$ cat src/rtl/sccb_pkg.sv
// Shared types and constants for the OV7670 SCCB write master.
package sccb_pkg;

  typedef enum logic [2:0] {
    ST_IDLE  = 3'd0,
    ST_START = 3'd1,
    ST_BIT   = 3'd2,
    ST_STOP  = 3'd3,
    ST_WAIT  = 3'd4
  } sccb_state_e;

  typedef struct packed {
    logic [7:0] addr;
    logic [7:0] data;
  } sccb_req_t;

  localparam logic [7:0] OV7670_WR_ID = 8'h42;
  localparam logic [7:0] COM7_ADDR    = 8'h12;

  // Clocks per quarter SIOC period, truncated, never below one.
  function automatic int unsigned calc_qdiv(input int unsigned clk_freq,
                                            input int unsigned sccb_freq);
    int unsigned q;
    q = clk_freq / (4 * sccb_freq);
    return (q < 1) ? 1 : q;
  endfunction

endpackage

$ cat src/rtl/sccb_master_if.sv
// Request/busy handshake from the init sequencer plus the SIOC/SIOD pins.
interface sccb_master_if;
  logic       sccb_start;
  logic [7:0] sccb_addr;
  logic [7:0] sccb_data;
  logic       sccb_busy;
  logic       sioc;
  logic       siod_o;
  logic       siod_oe;
  logic       siod_i;
  logic       nack;

  modport master (
    input  sccb_start, sccb_addr, sccb_data, siod_i,
    output sccb_busy, sioc, siod_o, siod_oe, nack
  );

  modport slave (
    output sccb_start, sccb_addr, sccb_data, siod_i,
    input  sccb_busy, sioc, siod_o, siod_oe, nack
  );
endinterface

$ cat src/rtl/sccb_tick_gen.sv
// Quarter-period tick divider; one tick every QDIV clocks, held at zero by i_clr.
module sccb_tick_gen #(
  parameter int unsigned QDIV = 62
) (
  input  logic clk,
  input  logic rstn,
  input  logic i_clr,
  output logic o_tick_c
);
  localparam int unsigned CW = (QDIV > 1) ? $clog2(QDIV) : 1;
  localparam logic [CW-1:0] LAST = CW'(QDIV - 1);

  logic [CW-1:0] r_cnt;

  always_ff @(posedge clk or negedge rstn) begin
    if (!rstn)                        r_cnt <= '0;
    else if (i_clr || r_cnt == LAST)  r_cnt <= '0;
    else                              r_cnt <= r_cnt + CW'(1);
  end

  assign o_tick_c = !i_clr && (r_cnt == LAST);
endmodule

$ cat src/rtl/sccb_master.sv
// SCCB 3-phase write master: serialises {ID, addr, data} onto SIOC/SIOD and
// holds busy through the bus-free (or COM7 soft-reset) hold-off.
module sccb_master
  import sccb_pkg::*;
#(
  parameter int unsigned CLK_FREQ        = 25000000,
  parameter int unsigned SCCB_FREQ       = 100000,
  parameter logic [7:0]  DEV_ADDR        = OV7670_WR_ID,
  parameter int unsigned TBUF_CYCLES     = 64,
  parameter int unsigned RST_WAIT_CYCLES = 25000
) (
  input  logic           clk,
  input  logic           rstn,
  sccb_master_if.master  bus
);
  localparam int unsigned QDIV = calc_qdiv(CLK_FREQ, SCCB_FREQ);
  localparam int unsigned WMAX = (TBUF_CYCLES > RST_WAIT_CYCLES) ? TBUF_CYCLES : RST_WAIT_CYCLES;
  localparam int unsigned WW   = (WMAX > 1) ? $clog2(WMAX) : 1;
  localparam logic [WW-1:0] TBUF_LAST = WW'(TBUF_CYCLES - 1);
  localparam logic [WW-1:0] RST_LAST  = WW'(RST_WAIT_CYCLES - 1);

  sccb_state_e   r_state, w_state_nxt;
  logic [1:0]    r_q, w_q_nxt;
  logic [1:0]    r_phase, w_phase_nxt;
  logic [3:0]    r_bit, w_bit_nxt;
  logic [WW-1:0] r_wcnt, w_wcnt_nxt;
  logic          r_busy, w_busy_nxt;
  logic          r_nack, w_nack_nxt;
  sccb_req_t     r_req, w_req_nxt;
  logic          r_sioc, r_siod_o, r_siod_oe;
  logic          w_sioc_nxt, w_siod_nxt, w_oe_nxt;
  logic          w_tick, w_accept;
  logic [WW-1:0] w_wait_last;
  logic [7:0]    w_byte;
  logic [2:0]    w_bit_idx;

  sccb_tick_gen #(.QDIV(QDIV)) u_tick (
    .clk     (clk),
    .rstn    (rstn),
    .i_clr   ((r_state == ST_IDLE) || (r_state == ST_WAIT)),
    .o_tick_c(w_tick)
  );

  assign w_accept    = bus.sccb_start && (r_state == ST_IDLE);
  assign w_wait_last = ((r_req.addr == COM7_ADDR) && r_req.data[7]) ? RST_LAST : TBUF_LAST;

  always_ff @(posedge clk or negedge rstn) begin
    if (!rstn) begin
      r_state   <= ST_IDLE;
      r_q       <= '0;
      r_phase   <= '0;
      r_bit     <= '0;
      r_wcnt    <= '0;
      r_busy    <= 1'b0;
      r_nack    <= 1'b0;
      r_req     <= '0;
      r_sioc    <= 1'b1;
      r_siod_o  <= 1'b1;
      r_siod_oe <= 1'b1;
    end else begin
      r_state   <= w_state_nxt;
      r_q       <= w_q_nxt;
      r_phase   <= w_phase_nxt;
      r_bit     <= w_bit_nxt;
      r_wcnt    <= w_wcnt_nxt;
      r_busy    <= w_busy_nxt;
      r_nack    <= w_nack_nxt;
      r_req     <= w_req_nxt;
      r_sioc    <= w_sioc_nxt;
      r_siod_o  <= w_siod_nxt;
      r_siod_oe <= w_oe_nxt;
    end
  end

  // Sequencing: each state runs four quarters; BIT repeats 9 bits x 3 phases.
  always_comb begin
    w_state_nxt = r_state;
    w_q_nxt     = r_q;
    w_phase_nxt = r_phase;
    w_bit_nxt   = r_bit;
    w_wcnt_nxt  = r_wcnt;
    w_busy_nxt  = r_busy;
    w_nack_nxt  = r_nack;
    w_req_nxt   = r_req;
    case (r_state)
      ST_IDLE: if (w_accept) begin
        w_state_nxt = ST_START;
        w_q_nxt     = '0;
        w_phase_nxt = '0;
        w_bit_nxt   = '0;
        w_busy_nxt  = 1'b1;
        w_nack_nxt  = 1'b0;
        w_req_nxt   = '{addr: bus.sccb_addr, data: bus.sccb_data};
      end
      ST_START: if (w_tick) begin
        w_q_nxt = r_q + 2'd1;
        if (r_q == 2'd3) w_state_nxt = ST_BIT;
      end
      ST_BIT: if (w_tick) begin
        if (r_q == 2'd2 && r_bit == 4'd8 && bus.siod_i) w_nack_nxt = 1'b1;
        w_q_nxt = r_q + 2'd1;
        if (r_q == 2'd3) begin
          if (r_bit == 4'd8) begin
            w_bit_nxt = '0;
            if (r_phase == 2'd2) begin
              w_phase_nxt = '0;
              w_state_nxt = ST_STOP;
            end else begin
              w_phase_nxt = r_phase + 2'd1;
            end
          end else begin
            w_bit_nxt = r_bit + 4'd1;
          end
        end
      end
      ST_STOP: if (w_tick) begin
        w_q_nxt = r_q + 2'd1;
        if (r_q == 2'd3) begin
          w_state_nxt = ST_WAIT;
          w_wcnt_nxt  = '0;
        end
      end
      ST_WAIT: begin
        if (r_wcnt == w_wait_last) begin
          w_state_nxt = ST_IDLE;
          w_busy_nxt  = 1'b0;
          w_wcnt_nxt  = '0;
        end else begin
          w_wcnt_nxt = r_wcnt + WW'(1);
        end
      end
      default: w_state_nxt = ST_IDLE;
    endcase
  end

  assign w_bit_idx = 3'(4'd7 - w_bit_nxt);
  assign w_byte    = (w_phase_nxt == 2'd0) ? DEV_ADDR :
                     (w_phase_nxt == 2'd1) ? w_req_nxt.addr : w_req_nxt.data;

  // Pin levels for the quarter being entered, registered with the state.
  always_comb begin
    w_sioc_nxt = 1'b1;
    w_siod_nxt = 1'b1;
    w_oe_nxt   = 1'b1;
    case (w_state_nxt)
      ST_START: begin
        w_sioc_nxt = (w_q_nxt < 2'd2);
        w_siod_nxt = (w_q_nxt == 2'd0);
      end
      ST_BIT: begin
        w_sioc_nxt = (w_q_nxt == 2'd1) || (w_q_nxt == 2'd2);
        if (w_bit_nxt == 4'd8) w_oe_nxt   = 1'b0;
        else                   w_siod_nxt = w_byte[w_bit_idx];
      end
      ST_STOP: begin
        w_sioc_nxt = (w_q_nxt != 2'd0);
        w_siod_nxt = (w_q_nxt >= 2'd2);
      end
      default: ;
    endcase
  end

  assign bus.sccb_busy = r_busy || w_accept;
  assign bus.sioc      = r_sioc;
  assign bus.siod_o    = r_siod_o;
  assign bus.siod_oe   = r_siod_oe;
  assign bus.nack      = r_nack;
endmodule

$ cat src/flat_wrapper.sv
// flat-port wrapper written by rule: the top's interface ports become plain ports
module sccb_master_flat import sccb_pkg::*;
#(
  parameter int unsigned CLK_FREQ        = 25000000,
  parameter int unsigned SCCB_FREQ       = 100000,
  parameter logic [7:0]  DEV_ADDR        = OV7670_WR_ID,
  parameter int unsigned TBUF_CYCLES     = 64,
  parameter int unsigned RST_WAIT_CYCLES = 25000
)
  (clk, rstn, bus_sccb_start, bus_sccb_addr, bus_sccb_data, bus_siod_i, bus_sccb_busy, bus_sioc, bus_siod_o, bus_siod_oe, bus_nack);
  sccb_master_if bus_i ();
  input  logic clk;
  input  logic rstn;
  input wire logic [$bits(bus_i.sccb_start)-1:0] bus_sccb_start;
  input wire logic [$bits(bus_i.sccb_addr)-1:0] bus_sccb_addr;
  input wire logic [$bits(bus_i.sccb_data)-1:0] bus_sccb_data;
  input wire logic [$bits(bus_i.siod_i)-1:0] bus_siod_i;
  output wire logic [$bits(bus_i.sccb_busy)-1:0] bus_sccb_busy;
  output wire logic [$bits(bus_i.sioc)-1:0] bus_sioc;
  output wire logic [$bits(bus_i.siod_o)-1:0] bus_siod_o;
  output wire logic [$bits(bus_i.siod_oe)-1:0] bus_siod_oe;
  output wire logic [$bits(bus_i.nack)-1:0] bus_nack;
  assign bus_i.sccb_start = bus_sccb_start;
  assign bus_i.sccb_addr = bus_sccb_addr;
  assign bus_i.sccb_data = bus_sccb_data;
  assign bus_i.siod_i = bus_siod_i;
  assign bus_sccb_busy = bus_i.sccb_busy;
  assign bus_sioc = bus_i.sioc;
  assign bus_siod_o = bus_i.siod_o;
  assign bus_siod_oe = bus_i.siod_oe;
  assign bus_nack = bus_i.nack;
  sccb_master #(.CLK_FREQ(CLK_FREQ), .SCCB_FREQ(SCCB_FREQ), .DEV_ADDR(DEV_ADDR), .TBUF_CYCLES(TBUF_CYCLES), .RST_WAIT_CYCLES(RST_WAIT_CYCLES)) u_core (.clk(clk), .rstn(rstn), .bus(bus_i));
endmodule
$ cat config.mk
export PLATFORM = sky130hd
export DESIGN_NAME = sccb_master_flat
export DESIGN_NICKNAME = d
export VERILOG_FILES = /design/src/rtl/sccb_pkg.sv /design/src/rtl/sccb_master_if.sv /design/src/rtl/sccb_tick_gen.sv /design/src/rtl/sccb_master.sv /design/src/flat_wrapper.sv
export SDC_FILE = /design/constraint.sdc
export NUM_CORES = 1
export LEC_CHECK = 0
export BUFFER_PORTS_ARGS = -buffer_cell sky130_fd_sc_hd__buf_2
export CORE_MARGIN = 2
export CORE_UTILIZATION = 35
export DETAILED_ROUTE_END_ITERATION = 6
export PLACE_DENSITY = 0.53
export SLEW_MARGIN = 20
export SYNTH_ARGS = -nofsm -noshare
export SYNTH_HDL_FRONTEND = slang
export SYNTH_SLANG_ARGS = --single-unit
$ cat constraint.sdc
create_clock -name clk -period 2.7 [get_ports clk]
set_input_delay 0 -clock clk [delete_from_list [all_inputs] [get_ports clk]]
set_output_delay 0 -clock clk [all_outputs]
set_load 0.01 [all_outputs]
==> flow_metrics.env, run 1 <==
export IMPL_synth_edf_count=0
export IMPL_die_area_um2=9490
export IMPL_met2_length_mm=3.50
export IMPL_overflow=0
export IMPL_p_leak_nw=1.64
export IMPL_drt_iter0_drc=185
export IMPL_post_synth_inst_count=328
export IMPL_cts_tree="done"
export IMPL_grt_pass1_vias=2590
export IMPL_clkTransAtPathRegs_ps=100
export IMPL_synth_most_common_cell="dfrtp_1"
export IMPL_drv_cap=0
export IMPL_ys_warn_count=0
export IMPL_p_total_w=0.00208
export IMPL_setup_tns_ps=0
export IMPL_wire_per_inst_um=15.2
export IMPL_routed_top_layer="met4"
export IMPL_root_buffer="clkbuf_8"
export IMPL_pre_cts_slack_ps=-50.5
export IMPL_stdcell_area_um2=3860
export IMPL_synth_top_cell_by_area="dfrtp_1"
export IMPL_dpl_cell_area_um2=3440
export IMPL_synth_area_leaders="dfrtp_1 41%, o21ai_0 5.4%, nor2_1 4.1%, mux2_2 4.1%, ha_1 3.7%"
export IMPL_wl_met1_mm=3.77
export IMPL_ys_seq_area_share_pct=43.6
export IMPL_wirelength_mm=7.65
export IMPL_max_slew_margin_pct=63.7
export IMPL_final_hold_worst_slack_ps=133
export IMPL_synth_top_area_share_pct=41.0
export IMPL_synth_distinct_cells=57
export IMPL_status="finished, final reports clean"
export IMPL_routed_via_count=2723
export IMPL_drt_first_pass_iters=4
export IMPL_syn_area_um2=3050
export IMPL_setup_violations_final=0
export IMPL_power_density_nw_per_um2=538
export IMPL_synth_seq_cells=53
export IMPL_crit_buf_inv=2
export IMPL_num_rows=34
export IMPL_synth_top_cells_by_count="50 x dfrtp_1, 33 x nor2_1, 33 x o21ai_0"
export IMPL_pin_count=25
export IMPL_nNetsFinal=423
export IMPL_worstPathMaxFanout=9
export IMPL_htreeDepth=2
export IMPL_ys_flop_type="dfrtp_1"
export IMPL_core_area_um2=8590
export IMPL_setup_ws_ps=141
export IMPL_chipWidth_um=97.4
export IMPL_gp_congestion=0.903
export IMPL_min_path_type="in -> reg"
export IMPL_fillers=837
export IMPL_dp_hpwl_mm=5.63
export IMPL_die_h_um=97.4
export IMPL_drtAntennaViolNets=0
export IMPL_clock_latency_ps=310
export IMPL_area_growth_pct=26.4
export IMPL_io_buffers=24
export IMPL_max_stage_delay_ps=440
export IMPL_cp_arrival_ps=2810
export IMPL_cp_start_kind="flop"
export IMPL_grt_max_degree=34
export IMPL_critPathCaptureType="flop"
export IMPL_fin_crit_sh_pct=94.8
export IMPL_grt_setup_unrepaired="true"
export IMPL_cts_max_path_buffers=2
export IMPL_grt_antenna_before_repair=0
export IMPL_min_period_ps=2560
export IMPL_slowest_stage="o21ai_0"
export IMPL_avgSynthCellArea_um2=9.31
export IMPL_worstPathCellList="inv_1, ha_2, nand3_4, or2_4, buf_4, nor3_1, a21oi_1, o21ai_0, ha_1, mux2i_1, a21o_1"
export IMPL_grt_use_total_pct=16.6
export IMPL_timing_fmax_ghz=0.391
export IMPL_layout_drive_gt1_share_pct=25.6
export IMPL_clock_sinks=53
export IMPL_start_util_pct=35.5
export IMPL_syn_num_nets=357
export IMPL_crit_required_ps=2950
export IMPL_maxSlewViolCount=0
export IMPL_cpLargestDelayFamily="compound AO/OA/AOI/OAI gates"
export IMPL_diodes=0
export IMPL_grt_pass1_wl_mm=12.9
export IMPL_drc=0
export IMPL_final_hold_violation_count=0
export IMPL_viasPerCell=5.41
export IMPL_async_reset_ff_share_pct=100
export IMPL_cts_made_buffers=5
export IMPL_dr_wl_met3_um=306
export IMPL_crit_type="reg -> reg"
export IMPL_worstMarginPinSlew_ps=539
export IMPL_finalClockSkew_ps=9.91
export IMPL_vdd_drop_max_mv=0.467
## power breakdown
part | internal [W] | switching, W | total [W]
registers | 0.000939 | 0.000102 | 0.00104
clock network | 0.000303 | 0.000262 | 0.000565
logic | 0.000232 | 0.000240 | 0.000472
## cell usage in the layout, fill, tap and decap left out, drive strengths merged, types with 11 or more instances in the layout
master,synthesis,layout
buf,5,53
dfrtp,50,50
o21ai,35,35
nor2,33,33
nand2,27,27
nand3,18,18
dlygate4sd3,0,17
inv,12,12
mux2,11,11
a21oi,11,11
## metal layers
layer  track usage, %  up-vias
met1             24.1     1318
li1                 -     1337
met5                0        -
met3             2.52        8
met4             4.06        0
met2             26.0       60
## sequential cells by signal, indices dropped and copies added (netlist names)
name and count:
u_core.bus.siod_o 1, u_core.r_phase 2, u_core.bus.nack 1, u_core.r_req 16
u_core.bus.sioc 1, u_core.r_q 2, u_core.r_busy 1, u_core.r_bit 4
u_core.r_state 3, u_core.bus.siod_oe 1, u_core.r_wcnt 15, u_core.u_tick.r_cnt 6
## worst min-delay path, stage by stage
cell	delay, ps
buf_2	110
nand4_1	80
a21oi_1	70
o21a_1	160
## cells by family after synthesis
kind of cell	synth area share, %
simple gates	24.5
compound gates	17.4
flops	43.6
buf+inv	3.44
mux	5.70
fa+ha+maj	3.69
xor+xnor	1.72
## through the flow
stage,instances,utilization [%]
2_1_floorplan,328,-
3_3_place_gp,472,40.0
3_5_place_dp,472,40.0
4_1_cts,497,43.5
5_1_grt,503,44.9
6_report,503,44.9
## worst paths after layout
| path | start | endpoint | slack, ps | cells past startpoint |
|---|---|---|---|---|
| setup / recovery | u_core.u_tick.r_cnt[1]$_DFF_PN0_ | u_core.bus.sioc$_DFF_PN1_ | 140 | 11 |
| hold / removal | bus_siod_i | u_core.bus.nack$_DFFE_PN0P_ | 130 | 4 |
| setup reg to reg | u_core.u_tick.r_cnt[1]$_DFF_PN0_ | u_core.bus.sioc$_DFF_PN1_ | 140 | 11 |
| hold reg to reg | u_core.r_req[6]$_DFF_PN0_ | u_core.r_req[6]$_DFF_PN0_ | 490 | 2 |
| max in group asynchronous | rstn | u_core.bus.siod_oe$_DFF_PN1_ | 1680 | 3 |
| min in group asynchronous | rstn | u_core.r_req[12]$_DFF_PN0_ | 180 | 2 |
## what timing repair did
action	4_1_cts	5_1_grt
hold endpoints to repair	36	0
gates resized for setup	2	17
hold buffers	17	0
cloned	0	0
pin swaps	0	3
buffers inserted	0	6
setup endpoints to repair	1	12
## final cells by class
| class | count | area, um^2 | area share [%] |
|---|---|---|---|
| well taps | 108 | 135 | 3.50 |
| multi-input cells | 251 | 1700 | 44.1 |
| repair buffers | 71 | 526 | 13.6 |
| flip-flops and latches | 53 | 1330 | 34.5 |
| inverters | 12 | 45.0 | 1.17 |
| clock buffers | 7 | 86.3 | 2.24 |
| clock inverters | 1 | 30.0 | 0.778 |
Power figures use the tool's default switching activity.
==> inputs of run 2 (changes only) <==
--- a/config.mk
+++ b/config.mk
@@ -6,6 +6,7 @@
 export NUM_CORES = 1
 export LEC_CHECK = 0
 export BUFFER_PORTS_ARGS = -buffer_cell sky130_fd_sc_hd__buf_2
+export CORE_ASPECT_RATIO = 1.4
 export CORE_MARGIN = 2
 export CORE_UTILIZATION = 35
 export DETAILED_ROUTE_END_ITERATION = 6
==> run 2 against run 1 <==
Highest routed layer unchanged; combinational power fell by 3%; first-iteration DRC count fell by 50%; largest power group unchanged; final cell count fell by 1.8%; register-to-register slack barely moved; die area rose by 0.11%; total power rose by 4.5%; via count fell by 1.6%; clock skew fell by 4.5 ps; clock power rose by 19%; wire length rose by 3.1%; global-route usage rose by 1.1 points.
==> flow_metrics.env, run 2 (synthesized netlist as in run 1, its figures left out) <==
export IMPL_die_h_um=115
export IMPL_min_path_type="in -> reg"
export IMPL_fin_crit_sh_pct=94.7
export IMPL_viasPerCell=5.43
export IMPL_p_total_w=0.00217
export IMPL_wire_per_inst_um=16.0
export IMPL_grt_antenna_before_repair=0
export IMPL_power_density_nw_per_um2=570
export IMPL_clkTransAtPathRegs_ps=70
export IMPL_gp_congestion=0.935
export IMPL_worstMarginPinSlew_ps=681
export IMPL_largest_reg_flops=16
export IMPL_drt_iter0_drc=92
export IMPL_status="finished, final reports clean"
export IMPL_chipWidth_um=82.9
export IMPL_p_leak_nw=1.62
export IMPL_min_period_ps=2560
export IMPL_die_area_um2=9500
export IMPL_layout_drive_gt1_share_pct=22.6
export IMPL_core_area_um2=8510
export IMPL_pin_count=25
export IMPL_grt_pass1_wl_mm=13.4
export IMPL_drc=0
export IMPL_slowest_stage="or4b_1"
export IMPL_top_regs="u_core.r_req (16), u_core.r_wcnt (15), u_core.u_tick.r_cnt (6)"
export IMPL_setup_tns_ps=0
export IMPL_clock_latency_ps=300
export IMPL_crit_required_ps=2920
export IMPL_start_util_pct=35.9
export IMPL_routed_via_count=2680
export IMPL_final_hold_violation_count=0
export IMPL_layout_common_cells="50 x dfrtp_1, 33 x nor2_1, 31 x o21ai_0, 27 x nand2_1, 24 x buf_2"
export IMPL_cts_max_path_buffers=2
export IMPL_dp_hpwl_mm=5.83
export IMPL_top_register="u_core.r_req"
export IMPL_setup_violations_final=0
export IMPL_cts_made_buffers=5
export IMPL_cp_start_kind="flop"
export IMPL_maxSlewViolCount=0
export IMPL_worstReg2RegEnd="u_core.bus.siod_o$_DFF_PN1_"
export IMPL_worstPathMaxFanout=5
export IMPL_timing_fmax_ghz=0.391
export IMPL_reg2reg_depth=10
export IMPL_htreeDepth=2
export IMPL_final_core_util_pct=44.8
export IMPL_root_buffer="clkbuf_16"
export IMPL_num_rows=40
export IMPL_final_common_cell="dfrtp_1"
export IMPL_worstPathCellList="inv_1, ha_2, nand4b_1, nor4_2, and3_1, nor3_1, or4b_1, a21oi_1, o21ai_1, o221ai_2"
export IMPL_whs_path_depth=4
export IMPL_grt_max_degree=54
export IMPL_nNetsFinal=417
export IMPL_grt_use_total_pct=17.6
export IMPL_grt_pass1_vias=2700
export IMPL_max_stage_delay_ps=500
export IMPL_area_growth_pct=24.8
export IMPL_r2r_slack_ps=140
export IMPL_diodes=0
export IMPL_drv_cap=0
export IMPL_critPathCaptureType="flop"
export IMPL_drt_first_pass_iters=4
export IMPL_final_hold_worst_slack_ps=126
export IMPL_timing_rr_start="u_core.r_bit[1]$_DFF_PN0_"
export IMPL_min_from="bus_siod_i"
export IMPL_cp_arrival_ps=2780
export IMPL_max_slew_margin_pct=54.6
export IMPL_io_buffers=24
export IMPL_overflow=0
export IMPL_hold_end="u_core.bus.nack$_DFFE_PN0P_"
export IMPL_finalClockSkew_ps=5.38
export IMPL_cts_tree="done"
export IMPL_drtAntennaViolNets=0
export IMPL_wirelength_mm=7.89
export IMPL_crit_type="reg -> reg"
export IMPL_clock_sinks=53
export IMPL_vdd_drop_max_mv=0.434
run 2: routing by layer:
layer | vias up | GRT usage [%] | share of wire, %
li1 | 1319 | - | -
met1 | 1290 | 20.8 | 41
met2 | 63 | 32.2 | 53
met3 | 8 | 2.81 | 3.5
met4 | 0 | 6.78 | 2.1
met5 | - | 0 | 0
run 2: worst max-delay path, delay by kind of cell (launching register included):
family                     cells  cell delay, ps
and+or+nand+nor                5            1410
DFF                            1             430
AOI/OAI and AO/OA              3             360
adders and majority gates      1             190
buffers and inverters          1             100
run 2: report_power, final:
| part | internal [W] | switching (W) | leakage (nW) |
|---|---|---|---|
| clock | 0.000370 | 0.000305 | 0.0768 |
| sequential | 0.000939 | 0.0000973 | 0.679 |
| combinational | 0.000222 | 0.000237 | 0.861 |
run 2: cell type report:
class                           count  area (um^2)
Clock buffer                        6          139
Inverter                           12         45.0
Tap cell                          105          131
Fill cell                         846         4700
Timing Repair Buffer               65          483
Sequential cell                    53         1330
Multi-Input combinational cell    251         1670
Clock inverter                      2         13.8
run 2: how the worst max path moves through the flow:
| stage | startpoint | to | slack (ps) | cells past startpoint |
|---|---|---|---|---|
| floorplan | u_core.r_bit[0]$_DFF_PN0_ | u_core.bus.siod_o$_DFF_PN1_ | 190 | 11 |
| global placement | u_core.r_q[1]$_DFF_PN0_ | u_core.bus.siod_o$_DFF_PN1_ | 50 | 9 |
| detailed placement | u_core.r_q[1]$_DFF_PN0_ | u_core.bus.siod_o$_DFF_PN1_ | 10 | 9 |
| CTS | u_core.r_q[1]$_DFF_PN0_ | u_core.bus.siod_o$_DFF_PN1_ | 30 | 9 |
| global route | u_core.r_bit[1]$_DFF_PN0_ | u_core.bus.siod_o$_DFF_PN1_ | -20 | 10 |
| finish | u_core.r_bit[1]$_DFF_PN0_ | u_core.bus.siod_o$_DFF_PN1_ | 140 | 10 |
run 2: repair_timing:
| action | CTS | global route |
|---|---|---|
| hold buffers | 17 | 0 |
| gates resized for setup | 1 | 11 |
| endpoints found under the hold margin | 66 | 0 |
| endpoints found under the setup margin | 1 | 13 |
| setup buffers | 0 | 0 |
| pin swaps | 0 | 1 |
run 2: metrics by stage:
step	cells	area (um^2)	worst slack [ps]
global placement	469	3440	52.3
floorplan	328	3050	189
CTS	494	3760	28.2
finish	494	3810	144
detailed placement	469	3440	14.4
global route	494	3810	-15.1
